[config.mk]
export PLATFORM = sky130hd
export DESIGN_NAME = uart_rx_gen2
export DESIGN_NICKNAME = d
export VERILOG_FILES = /design/src/rtl/uart_rx_pkg.sv /design/src/rtl/uart_rx_fifo.sv /design/src/rtl/uart_rx_gen2.sv
export SDC_FILE = /design/constraint.sdc
export NUM_CORES = 1
export LEC_CHECK = 0
export CELL_PAD_IN_SITES_DETAIL_PLACEMENT = 0
export CELL_PAD_IN_SITES_GLOBAL_PLACEMENT = 2
export CORE_MARGIN = 4
export CORE_UTILIZATION = 35
export CTS_BUF_LIST = sky130_fd_sc_hd__clkbuf_16
export CTS_CLUSTER_SIZE = 24
export DETAILED_ROUTE_END_ITERATION = 10
export HOLD_SLACK_MARGIN = 0.1
export PLACE_DENSITY_LB_ADDON = 0.12
export RECOVER_POWER = 50
export SLEW_MARGIN = 25
export SYNTH_ARGS = -nofsm -noshare
export SYNTH_HDL_FRONTEND = slang
export SYNTH_SLANG_ARGS = --single-unit
[constraint.sdc]
create_clock -name clk -period 3.1 [get_ports clk]
set_input_delay 0.62 -clock clk [delete_from_list [all_inputs] [get_ports clk]]
set_output_delay 0.62 -clock clk [all_outputs]
set_load 0.02 [all_outputs]
[src/rtl/uart_rx_pkg.sv]
// uart_rx_pkg: shared types and helpers for the uart_rx_gen2 receiver.
//   rx_state_t     - receiver FSM states
//   rx_word_t      - buffered word {data, par_err, stp_err}
//   clamp_prescale - raises prescale values below the legal minimum to it
// Packages cannot take parameters, so the word struct carries the widest
// legal data field; narrower receivers zero-extend into it.
package uart_rx_pkg;

  typedef enum logic [2:0] {
    ST_IDLE,
    ST_START,
    ST_DATA,
    ST_PARITY,
    ST_STOP1,
    ST_STOP2
  } rx_state_t;

  localparam int UART_RX_MIN_PRESCALE   = 8;
  localparam int UART_RX_PRESCALE_MAX_W = 16;
  localparam int UART_RX_MAX_DATA_W     = 9;

  typedef struct packed {
    logic [UART_RX_MAX_DATA_W-1:0] data;
    logic                          par_err;
    logic                          stp_err;
  } rx_word_t;

  function automatic logic [UART_RX_PRESCALE_MAX_W-1:0] clamp_prescale(
    input logic [UART_RX_PRESCALE_MAX_W-1:0] p
  );
    if (p < UART_RX_PRESCALE_MAX_W'(UART_RX_MIN_PRESCALE))
      return UART_RX_PRESCALE_MAX_W'(UART_RX_MIN_PRESCALE);
    return p;
  endfunction

endpackage

[src/rtl/uart_rx_fifo.sv]
// uart_rx_fifo: first-word-fall-through receive FIFO of rx_word_t entries.
// Ports:
//   clk, rst   - clock, synchronous active-high reset (pointers only)
//   push       - completed frame offered for storage
//   push_word  - frame contents
//   pop        - consumer accepts the head entry (ignored when empty)
//   pop_word   - head entry, valid while empty is low
//   empty      - no entries stored
//   drop       - push refused because the FIFO stayed full this cycle
module uart_rx_fifo
  import uart_rx_pkg::*;
#(
  parameter int FIFO_DEPTH = 4
) (
  input  logic     clk,
  input  logic     rst,
  input  logic     push,
  input  rx_word_t push_word,
  input  logic     pop,
  output rx_word_t pop_word,
  output logic     empty,
  output logic     drop
);

  localparam int AW = $clog2(FIFO_DEPTH);

  rx_word_t       mem [FIFO_DEPTH];
  logic [AW:0]    wr_q;
  logic [AW:0]    rd_q;
  logic           full;
  logic           do_push;
  logic           do_pop;

  // Extra pointer bit distinguishes full from empty when the indices match.
  assign empty   = (wr_q == rd_q);
  assign full    = (wr_q[AW] != rd_q[AW]) && (wr_q[AW-1:0] == rd_q[AW-1:0]);
  assign do_pop  = pop & ~empty;
  // A pop in the same cycle frees the slot the push needs.
  assign do_push = push & (~full | do_pop);
  assign drop    = push & ~do_push;

  always_ff @(posedge clk) begin
    if (rst) begin
      wr_q <= '0;
      rd_q <= '0;
    end else begin
      if (do_push) wr_q <= wr_q + 1'b1;
      if (do_pop)  rd_q <= rd_q + 1'b1;
    end
  end

  always_ff @(posedge clk) begin
    if (do_push) mem[wr_q[AW-1:0]] <= push_word;
  end

  assign pop_word = mem[rd_q[AW-1:0]];

endmodule

[src/rtl/uart_rx_gen2.sv]
// uart_rx_gen2: oversampled UART receiver with 3-sample majority voting,
// optional parity, one or two stop bits, per-word error flags and a
// valid/ready output buffer.
// Optional feature macro: UART_RX_FIFO_EN selects a FIFO_DEPTH-entry
// first-word-fall-through FIFO instead of the single holding register.
// Ports:
//   clk, rst          - clock, synchronous active-high reset
//   rx_in             - asynchronous serial line, idles high
//   par_en, par_typ   - parity present, 0 = even / 1 = odd
//   stop2             - two stop bits when high
//   prescale          - clk cycles per bit, clamped to at least 8
//   m_data            - received word, LSB first on the line
//   m_par_err         - parity error flag for m_data
//   m_stp_err         - stop error flag for m_data
//   m_valid, m_ready  - output handshake
//   strt_glitch       - 1-cycle pulse when a start bit is rejected
//   overrun           - 1-cycle pulse when a completed frame is dropped
//   busy              - receiver is inside a frame
module uart_rx_gen2
  import uart_rx_pkg::*;
#(
  parameter int DATA_W     = 8,
  parameter int PRESCALE_W = 6,
  parameter int FIFO_DEPTH = 4
) (
  input  logic                  clk,
  input  logic                  rst,
  input  logic                  rx_in,
  input  logic                  par_en,
  input  logic                  par_typ,
  input  logic                  stop2,
  input  logic [PRESCALE_W-1:0] prescale,
  output logic [DATA_W-1:0]     m_data,
  output logic                  m_par_err,
  output logic                  m_stp_err,
  output logic                  m_valid,
  input  logic                  m_ready,
  output logic                  strt_glitch,
  output logic                  overrun,
  output logic                  busy
);

  localparam int BCW = $clog2(DATA_W);

  if (DATA_W < 5 || DATA_W > 9) begin : g_bad_data_w
    $error("uart_rx_gen2: DATA_W must be 5..9");
  end
  if (FIFO_DEPTH < 2 || (FIFO_DEPTH & (FIFO_DEPTH - 1)) != 0) begin : g_bad_depth
    $error("uart_rx_gen2: FIFO_DEPTH must be a power of 2, at least 2");
  end

  rx_state_t              state_q, state_d;
  logic                   sync1_q, rxs, rxs_prev_q;
  logic                   par_en_q, par_typ_q, stop2_q;
  logic [PRESCALE_W-1:0]  p_q, mid, cnt_q;
  logic [BCW-1:0]         bit_cnt_q;
  logic [DATA_W-1:0]      shreg_q;
  logic                   s0_q, s1_q, maj;
  logic                   par_err_q, stp_err_q, stp_fin;
  logic                   start_edge, at_m_lo, at_m, at_resolve, at_end;
  logic                   glitch, frame_done, drop;
  logic                   strt_glitch_q, overrun_q;

  // Input synchronizer; both flops idle high like the line.
  always_ff @(posedge clk) begin
    if (rst) begin
      sync1_q    <= 1'b1;
      rxs        <= 1'b1;
      rxs_prev_q <= 1'b1;
    end else begin
      sync1_q    <= rx_in;
      rxs        <= sync1_q;
      rxs_prev_q <= rxs;
    end
  end

  assign start_edge = rxs_prev_q & ~rxs;
  assign mid        = p_q >> 1;
  assign at_m_lo    = (cnt_q == mid - 1'b1);
  assign at_m       = (cnt_q == mid);
  assign at_resolve = (cnt_q == mid + 1'b1);
  assign at_end     = (cnt_q == p_q - 1'b1);
  // Third vote is the live sample taken at M+1.
  assign maj        = (s0_q & s1_q) | (s0_q & rxs) | (s1_q & rxs);
  // STOP1 of a one-stop frame sees stp_err_q still cleared from IDLE.
  assign stp_fin    = stp_err_q | ~maj;
  assign busy       = (state_q != ST_IDLE);

  always_ff @(posedge clk) begin
    if (rst) state_q <= ST_IDLE;
    else     state_q <= state_d;
  end

  always_comb begin
    state_d    = state_q;
    glitch     = 1'b0;
    frame_done = 1'b0;
    unique case (state_q)
      ST_IDLE:   if (start_edge) state_d = ST_START;
      ST_START: begin
        if (at_resolve && maj) begin
          glitch  = 1'b1;
          state_d = ST_IDLE;
        end else if (at_end) begin
          state_d = ST_DATA;
        end
      end
      ST_DATA: begin
        if (at_end && bit_cnt_q == BCW'(DATA_W - 1))
          state_d = par_en_q ? ST_PARITY : ST_STOP1;
      end
      ST_PARITY: if (at_end) state_d = ST_STOP1;
      ST_STOP1: begin
        // Completing at mid-bit re-arms early so a fast sender is not lost.
        if (!stop2_q) begin
          if (at_resolve) begin
            frame_done = 1'b1;
            state_d    = ST_IDLE;
          end
        end else if (at_end) begin
          state_d = ST_STOP2;
        end
      end
      ST_STOP2: begin
        if (at_resolve) begin
          frame_done = 1'b1;
          state_d    = ST_IDLE;
        end
      end
      default: state_d = ST_IDLE;
    endcase
  end

  // Frame configuration is captured at the start edge and held for the frame.
  always_ff @(posedge clk) begin
    if (rst) begin
      cnt_q     <= '0;
      bit_cnt_q <= '0;
      par_en_q  <= 1'b0;
      par_typ_q <= 1'b0;
      stop2_q   <= 1'b0;
      p_q       <= PRESCALE_W'(UART_RX_MIN_PRESCALE);
    end else if (state_q == ST_IDLE) begin
      cnt_q     <= '0;
      bit_cnt_q <= '0;
      if (start_edge) begin
        par_en_q  <= par_en;
        par_typ_q <= par_typ;
        stop2_q   <= stop2;
        p_q       <= PRESCALE_W'(clamp_prescale(UART_RX_PRESCALE_MAX_W'(prescale)));
      end
    end else begin
      cnt_q <= at_end ? '0 : cnt_q + 1'b1;
      if (state_q == ST_DATA && at_end) bit_cnt_q <= bit_cnt_q + 1'b1;
    end
  end

  always_ff @(posedge clk) begin
    if (state_q == ST_IDLE) begin
      par_err_q <= 1'b0;
      stp_err_q <= 1'b0;
    end else begin
      if (at_m_lo) s0_q <= rxs;
      if (at_m)    s1_q <= rxs;
      if (at_resolve) begin
        if (state_q == ST_DATA)   shreg_q   <= {maj, shreg_q[DATA_W-1:1]};
        if (state_q == ST_PARITY) par_err_q <= (^shreg_q) ^ maj ^ par_typ_q;
        if (state_q == ST_STOP1)  stp_err_q <= ~maj;
      end
    end
  end

`ifdef UART_RX_FIFO_EN
  rx_word_t push_word, pop_word;
  logic     fifo_empty;

  always_comb begin
    push_word         = '0;
    push_word.data    = UART_RX_MAX_DATA_W'(shreg_q);
    push_word.par_err = par_err_q;
    push_word.stp_err = stp_fin;
  end

  uart_rx_fifo #(.FIFO_DEPTH(FIFO_DEPTH)) u_fifo (
    .clk       (clk),
    .rst       (rst),
    .push      (frame_done),
    .push_word (push_word),
    .pop       (m_ready),
    .pop_word  (pop_word),
    .empty     (fifo_empty),
    .drop      (drop)
  );

  // Outputs read as zero while empty so the reset values hold.
  assign m_valid   = ~fifo_empty;
  assign m_data    = fifo_empty ? '0   : pop_word.data[DATA_W-1:0];
  assign m_par_err = fifo_empty ? 1'b0 : pop_word.par_err;
  assign m_stp_err = fifo_empty ? 1'b0 : pop_word.stp_err;
`else
  logic              hold_vld_q, hold_par_q, hold_stp_q, push_ok;
  logic [DATA_W-1:0] hold_data_q;

  // An accept in the same cycle frees the register for the new word.
  assign push_ok = frame_done & (~hold_vld_q | m_ready);
  assign drop    = frame_done & ~push_ok;

  always_ff @(posedge clk) begin
    if (rst) begin
      hold_vld_q  <= 1'b0;
      hold_data_q <= '0;
      hold_par_q  <= 1'b0;
      hold_stp_q  <= 1'b0;
    end else if (push_ok) begin
      hold_vld_q  <= 1'b1;
      hold_data_q <= shreg_q;
      hold_par_q  <= par_err_q;
      hold_stp_q  <= stp_fin;
    end else if (hold_vld_q && m_ready) begin
      hold_vld_q  <= 1'b0;
    end
  end

  assign m_valid   = hold_vld_q;
  assign m_data    = hold_data_q;
  assign m_par_err = hold_par_q;
  assign m_stp_err = hold_stp_q;
`endif

  always_ff @(posedge clk) begin
    if (rst) begin
      strt_glitch_q <= 1'b0;
      overrun_q     <= 1'b0;
    end else begin
      strt_glitch_q <= glitch;
      overrun_q     <= drop;
    end
  end

  assign strt_glitch = strt_glitch_q;
  assign overrun     = overrun_q;

endmodule

Word-level counts from Yosys, hierarchy flattened --
Index checks and enable logic that the tools add are counted.
Storage, ports and cells: flip-flop bits (word level) 49
Operators by class: add/subtract/negate cells 5, magnitude comparators 1, equal/unequal tests 15, mux-type cells 22, bitwise gates (word level) 18, reductions and logical operators 18
Operator list (number):
- two-way mux 3 bit | 9
- equality test 6 bit | 3
- case mux 3 bit (6 select lines) | 1
- two-way mux 6 bit | 2
- AND reduction 2 bit | 5
- equality test 3 bit, second input constant | 3
- two-way mux 1 bit | 9
- XOR reduction 8 bit | 1
- adder 5 x 1 -> 6 bit, second input constant | 1
- adder 6 x 1 -> 6 bit, second input constant | 1
- AND 1 bit | 6
- equality test 3 x 2 -> 1 bit, second input constant | 2
- equality test 6 x 5 -> 1 bit | 1
- < comparator 6 x 4 -> 1 bit, second input constant | 1
- != test 2 bit, second input constant | 3
- != test 3 bit, second input constant | 2
- NOT 1 bit | 6
- subtractor 5 x 1 -> 6 bit, second input constant | 1
- subtractor 6 x 1 -> 6 bit, second input constant | 1
- AND reduction 5 bit | 1
- logical AND 1 bit | 4
- bitwise OR 1 bit | 4
- OR reduction 2 bit | 2
- adder 3 x 1 -> 3 bit, second input constant | 1
- 8 further kinds | 9

Depth between registers and ports, before layout --
word-level depth 8, gate-level depth with buffers 10, mapped depth without buffers 8

Least setup slack after synthesis --
Ideal clock, no wire load.
path kind register -> register, start reg p_q[2], end reg shreg_q[0], enable pin, library setup time 0.383 ns, arrival time 1.961 ns, required time 2.717 ns, path slack 0.756 ns, cell stages (with the launch flop) 8, buffers on the path 1, clock period less this slack 2.344 ns, path through dfxtp_1 buf_2 inv_1 ha_1 xor2_1 nor2b_1 nand4_1 nor3_1
On the way: word-level cells in the longest chain between the ends 3
RTL lines:
- from (decl) | line uart_rx_gen2.sv:55 | logic [PRESCALE_W-1:0] p_q, mid, cnt_q;
- from (signal assigned) | line uart_rx_gen2.sv:142 | p_q <= PRESCALE_W'(UART_RX_MIN_PRESCALE);
- from (signal assigned) | line uart_rx_gen2.sv:150 | p_q <= PRESCALE_W'(clamp_prescale(UART_RX_PRESCALE_MAX_W'(prescale)));
- adder 5 x 1 -> 6 bit | line uart_rx_gen2.sv:81 | assign at_resolve = (cnt_q == mid + 1'b1);
- equality test 6 bit | line uart_rx_gen2.sv:81
- AND reduction 3 bit (no source line)
- to (signal assigned) | line uart_rx_gen2.sv:166 | if (state_q == ST_DATA) shreg_q <= {maj, shreg_q[DATA_W-1:1]};
- to (decl) | line uart_rx_gen2.sv:57 | logic [DATA_W-1:0] shreg_q;
No other way between the ends. A chain may end at the register's enable or synchronous reset.

Worst setup path in the final report --
start reg p_q[2], end reg state_q[0]
On the way: word-level cells in the longest chain between the ends 5, elaborated cells on any way between the ends 15
RTL lines:
- adder 5 x 1 -> 6 bit or subtractor 6 x 1 -> 6 bit (tied branches) | line uart_rx_gen2.sv:81, uart_rx_gen2.sv:82
- equality test 6 bit, on equally long branches | line uart_rx_gen2.sv:81, uart_rx_gen2.sv:82
- two-way mux 3 bit (tied with other cells) (2 in a row)
- case mux 3 bit (6 select lines) or AND reduction 5 bit (tied branches)
- to (signal assigned) | line uart_rx_gen2.sv:91 | else state_q <= state_d;
- to (decl) | line uart_rx_gen2.sv:52 | rx_state_t state_q, state_d;
Parallel ways exist; a longest one is shown, timed or not.

==> impl_metrics.tcl <==
set metrics [dict create \
    synth.most_common_cell "dfxtp_1" \
    synth_common_cells "dfxtp_1, nor2_1, nand2_1" \
    setup_viol 0 \
    yosys_warnings 0 \
    slew_viol_final 0 \
    clk_pin_slew_ns 0.07 \
    r2r-end "state_q[0]" \
    r2r_start "p_q[2]" \
    path_class "register to register" \
    cp_max_fo 9 \
    final_core_util 0.426 \
    synth_edf_count 10 \
    critPathBufInv 1 \
    grt_pass1_vias 1871 \
    start_util 0.357 \
    p_per_area_mw_per_mm2 434 \
    crit_family "compound AO/OA/AOI/OAI gates" \
    postSynthCellCount 274 \
    fin_crit_sh 0.765 \
    fp.dieH_um 93.8 \
    holdPathStages 1 \
    fin_nets 319 \
    worstHoldStart "sync1_q" \
    synth_top_area_share 0.303 \
    vias 1920 \
    rrSetupSlack_ns 0.73 \
    gp_congestion 0.787 \
    max-vdd-ir-drop_v 0.000190 \
    grt_overflow 0 \
    htree_levels 2 \
    yosys-top-cells-area "dfxtp_1, edfxtp_1, xnor2_1, mux2i_1, nor2_1" \
    clk_latency_ns 0.29 \
    syn_area_per_cell_um2 9.40 \
    hold_class "register to register" \
    cp_slowest_cell "dfxtp_1" \
    antenna_left 0 \
    io_buffers 26 \
    rows 31 \
    worstMarginPinSlew_ns 0.647 \
    register_area_mm2 0.00108 \
    synth_top_cell_by_area "dfxtp_1" \
    cp.depth 7 \
    dpl_worst_slack_ns 0.764 \
    cts_resized 0 \
    crit_required_ns 3.27 \
    first_pass_iters 4 \
    wl_per_cell_um 14.1 \
    grt_max_degree 17 \
    max_stage_delay_ns 0.50 \
    postCtsSetupBuffers 0 \
    grt_pass1_wl_um 9440 \
    skew_ns 0.00502 \
    area_growth_syn_to_layout_pct 19.3 \
    totalNegativeSetupSlack_ns 0 \
    hold_end "rxs" \
    rsz0062_at_grt "no" \
    leakage_nw 1.06 \
    via_per_inst 4.81 \
    dp_hpwl_um 4110 \
    drive_gt1_frac 0.0967 \
    ctsHoldBuffers 0 \
    multiInputGateArea_mm2 0.00138 \
    drt_iter0_drc 40 \
    die_w_um 93.8 \
    syn_nets 294 \
    fin_ws_ns 0.728 \
    core_area_mm2 0.00721 \
    fmax_mhz 422 \
    cts.path.max_buffers 2 \
    grtUsageTotal 0.137 \
    ys_types 55 \
    diodes 0 \
    synth-async-reset-ratio 0 \
    crit_chain "inv_1 -> ha_1 -> a2111oi_4 -> xnor2_1 -> nor3_2 -> a311oi_1 -> mux2_1" \
    routed_wl_um 5650 \
    slew_headroom 0.568 \
    yosysSeqAreaShare 0.420 \
    grt_antenna_before_repair 0 \
    cts_tree "built" \
    ys_ff_latch 49 \
    hold_violations 0 \
    synth_flop_cell "dfxtp_1" \
    drc 0 \
    worstPathArrival_ns 2.55 \
    dieArea_mm2 0.00880 \
    io_pins 27 \
    nFillCells 775 \
    worstSetupStartpointType "register" \
    fin_crit_ns 2.37 \
    cts_sinks 49 \
    crit_path_end_kind "register" \
    worstRegToRegCells 7 \
    maxCapViolations 0 \
    cts_made_buffers 5 \
    syn_area_mm2 0.00258 \
    cts-root-buf "clkbuf_16" \
    outcome "finished clean" \
]
[flip-flops by register name, summed over array words and instances, names as in the netlist, 3 cells and up]
signal     flops
m_data         8
shreg_q        8
cnt_q          6
p_q            6
bit_cnt_q      3
state_q        3
[kinds of logic (layout without fill, tap and decap cells)]
kind of cell | after synthesis | count (layout) | share of synthesized area
muxes | 13 | 13 | 0.0510
AOI/OAI and AO/OA | 41 | 41 | 0.115
buffers and inverters | 23 | 49 | 0.0437
xor gates and xnor gates | 30 | 30 | 0.108
DFF | 49 | 49 | 0.420
and+or+nand+nor | 110 | 110 | 0.225
adders and majority gates | 8 | 8 | 0.0379
[per-layer routing]
| layer | share of wire | GRT usage | up-vias |
|---|---|---|---|
| li1 | - | - | 1000 |
| met1 | 0.49 | 0.177 | 881 |
| met2 | 0.46 | 0.226 | 28 |
| met3 | 0.031 | 0.0240 | 11 |
| met4 | 0.021 | 0.0517 | 0 |
| met5 | 0 | 0 | - |
[area by class of cell]
| cell class | instances | share of cell area |
|---|---|---|
| Multi-Input combinational cell | 202 | 0.450 |
| Sequential cell | 49 | 0.352 |
| Timing Repair Buffer | 34 | 0.102 |
| Clock buffer | 5 | 0.0407 |
| Tap cell | 99 | 0.0403 |
| Inverter | 7 | 0.00855 |
| Clock inverter | 3 | 0.00692 |
[report_power, final]
part | internal, mW | switching, mW
registers | 0.656 | 0.0127
clock network | 0.301 | 0.247
logic | 0.0522 | 0.0645
[stage by stage]
| stage | hold slack [ns] | power [mW] | std cells | area [um^2] |
|---|---|---|---|---|
| 2_1_floorplan | 0.389 | 0.759 | 274 | 2580 |
| 3_3_place_gp | 0.394 | 0.802 | 391 | 2930 |
| 3_5_place_dp | 0.405 | 0.802 | 391 | 2930 |
| 4_1_cts | 0.416 | 1.36 | 399 | 3080 |
| 5_1_grt | 0.431 | 1.39 | 399 | 3070 |
| 6_report | 0.416 | 1.33 | 399 | 3070 |
[worst max path at each step]
| stage | end | from |
|---|---|---|
| after floorplan | shreg_q[0] | p_q[2] |
| after global placement | state_q[0] | p_q[1] |
| after detailed placement | state_q[0] | p_q[2] |
| after CTS | state_q[0] | p_q[2] |
| after global routing | state_q[0] | p_q[1] |
| final | state_q[0] | p_q[2] |
[worst reg2reg max path: cells and delay by family (launching register included)]
kind            cells  cell delay [ns]
xor+xnor            1             0.24
flops               1             0.50
fa+ha+maj           1             0.25
compound gates      2             0.63
buf+inv             1             0.15
simple gates        1             0.14
mux                 1             0.35
[placed cells by master, fill, tap and decap left out, types with 8 or more instances in the layout]
cell	instances
mux2i_1	12
dfxtp_1	39
nand3_1	11
clkdlybuf4s50_1	12
xnor2_1	17
nand2_1	21
nor2_1	32
dlygate4sd3_1	14
a21oi_1	14
xor2_1	11
nor3_1	9
edfxtp_1	10
nor2b_1	8
Note: power is estimated with default switching activity, not from simulation.
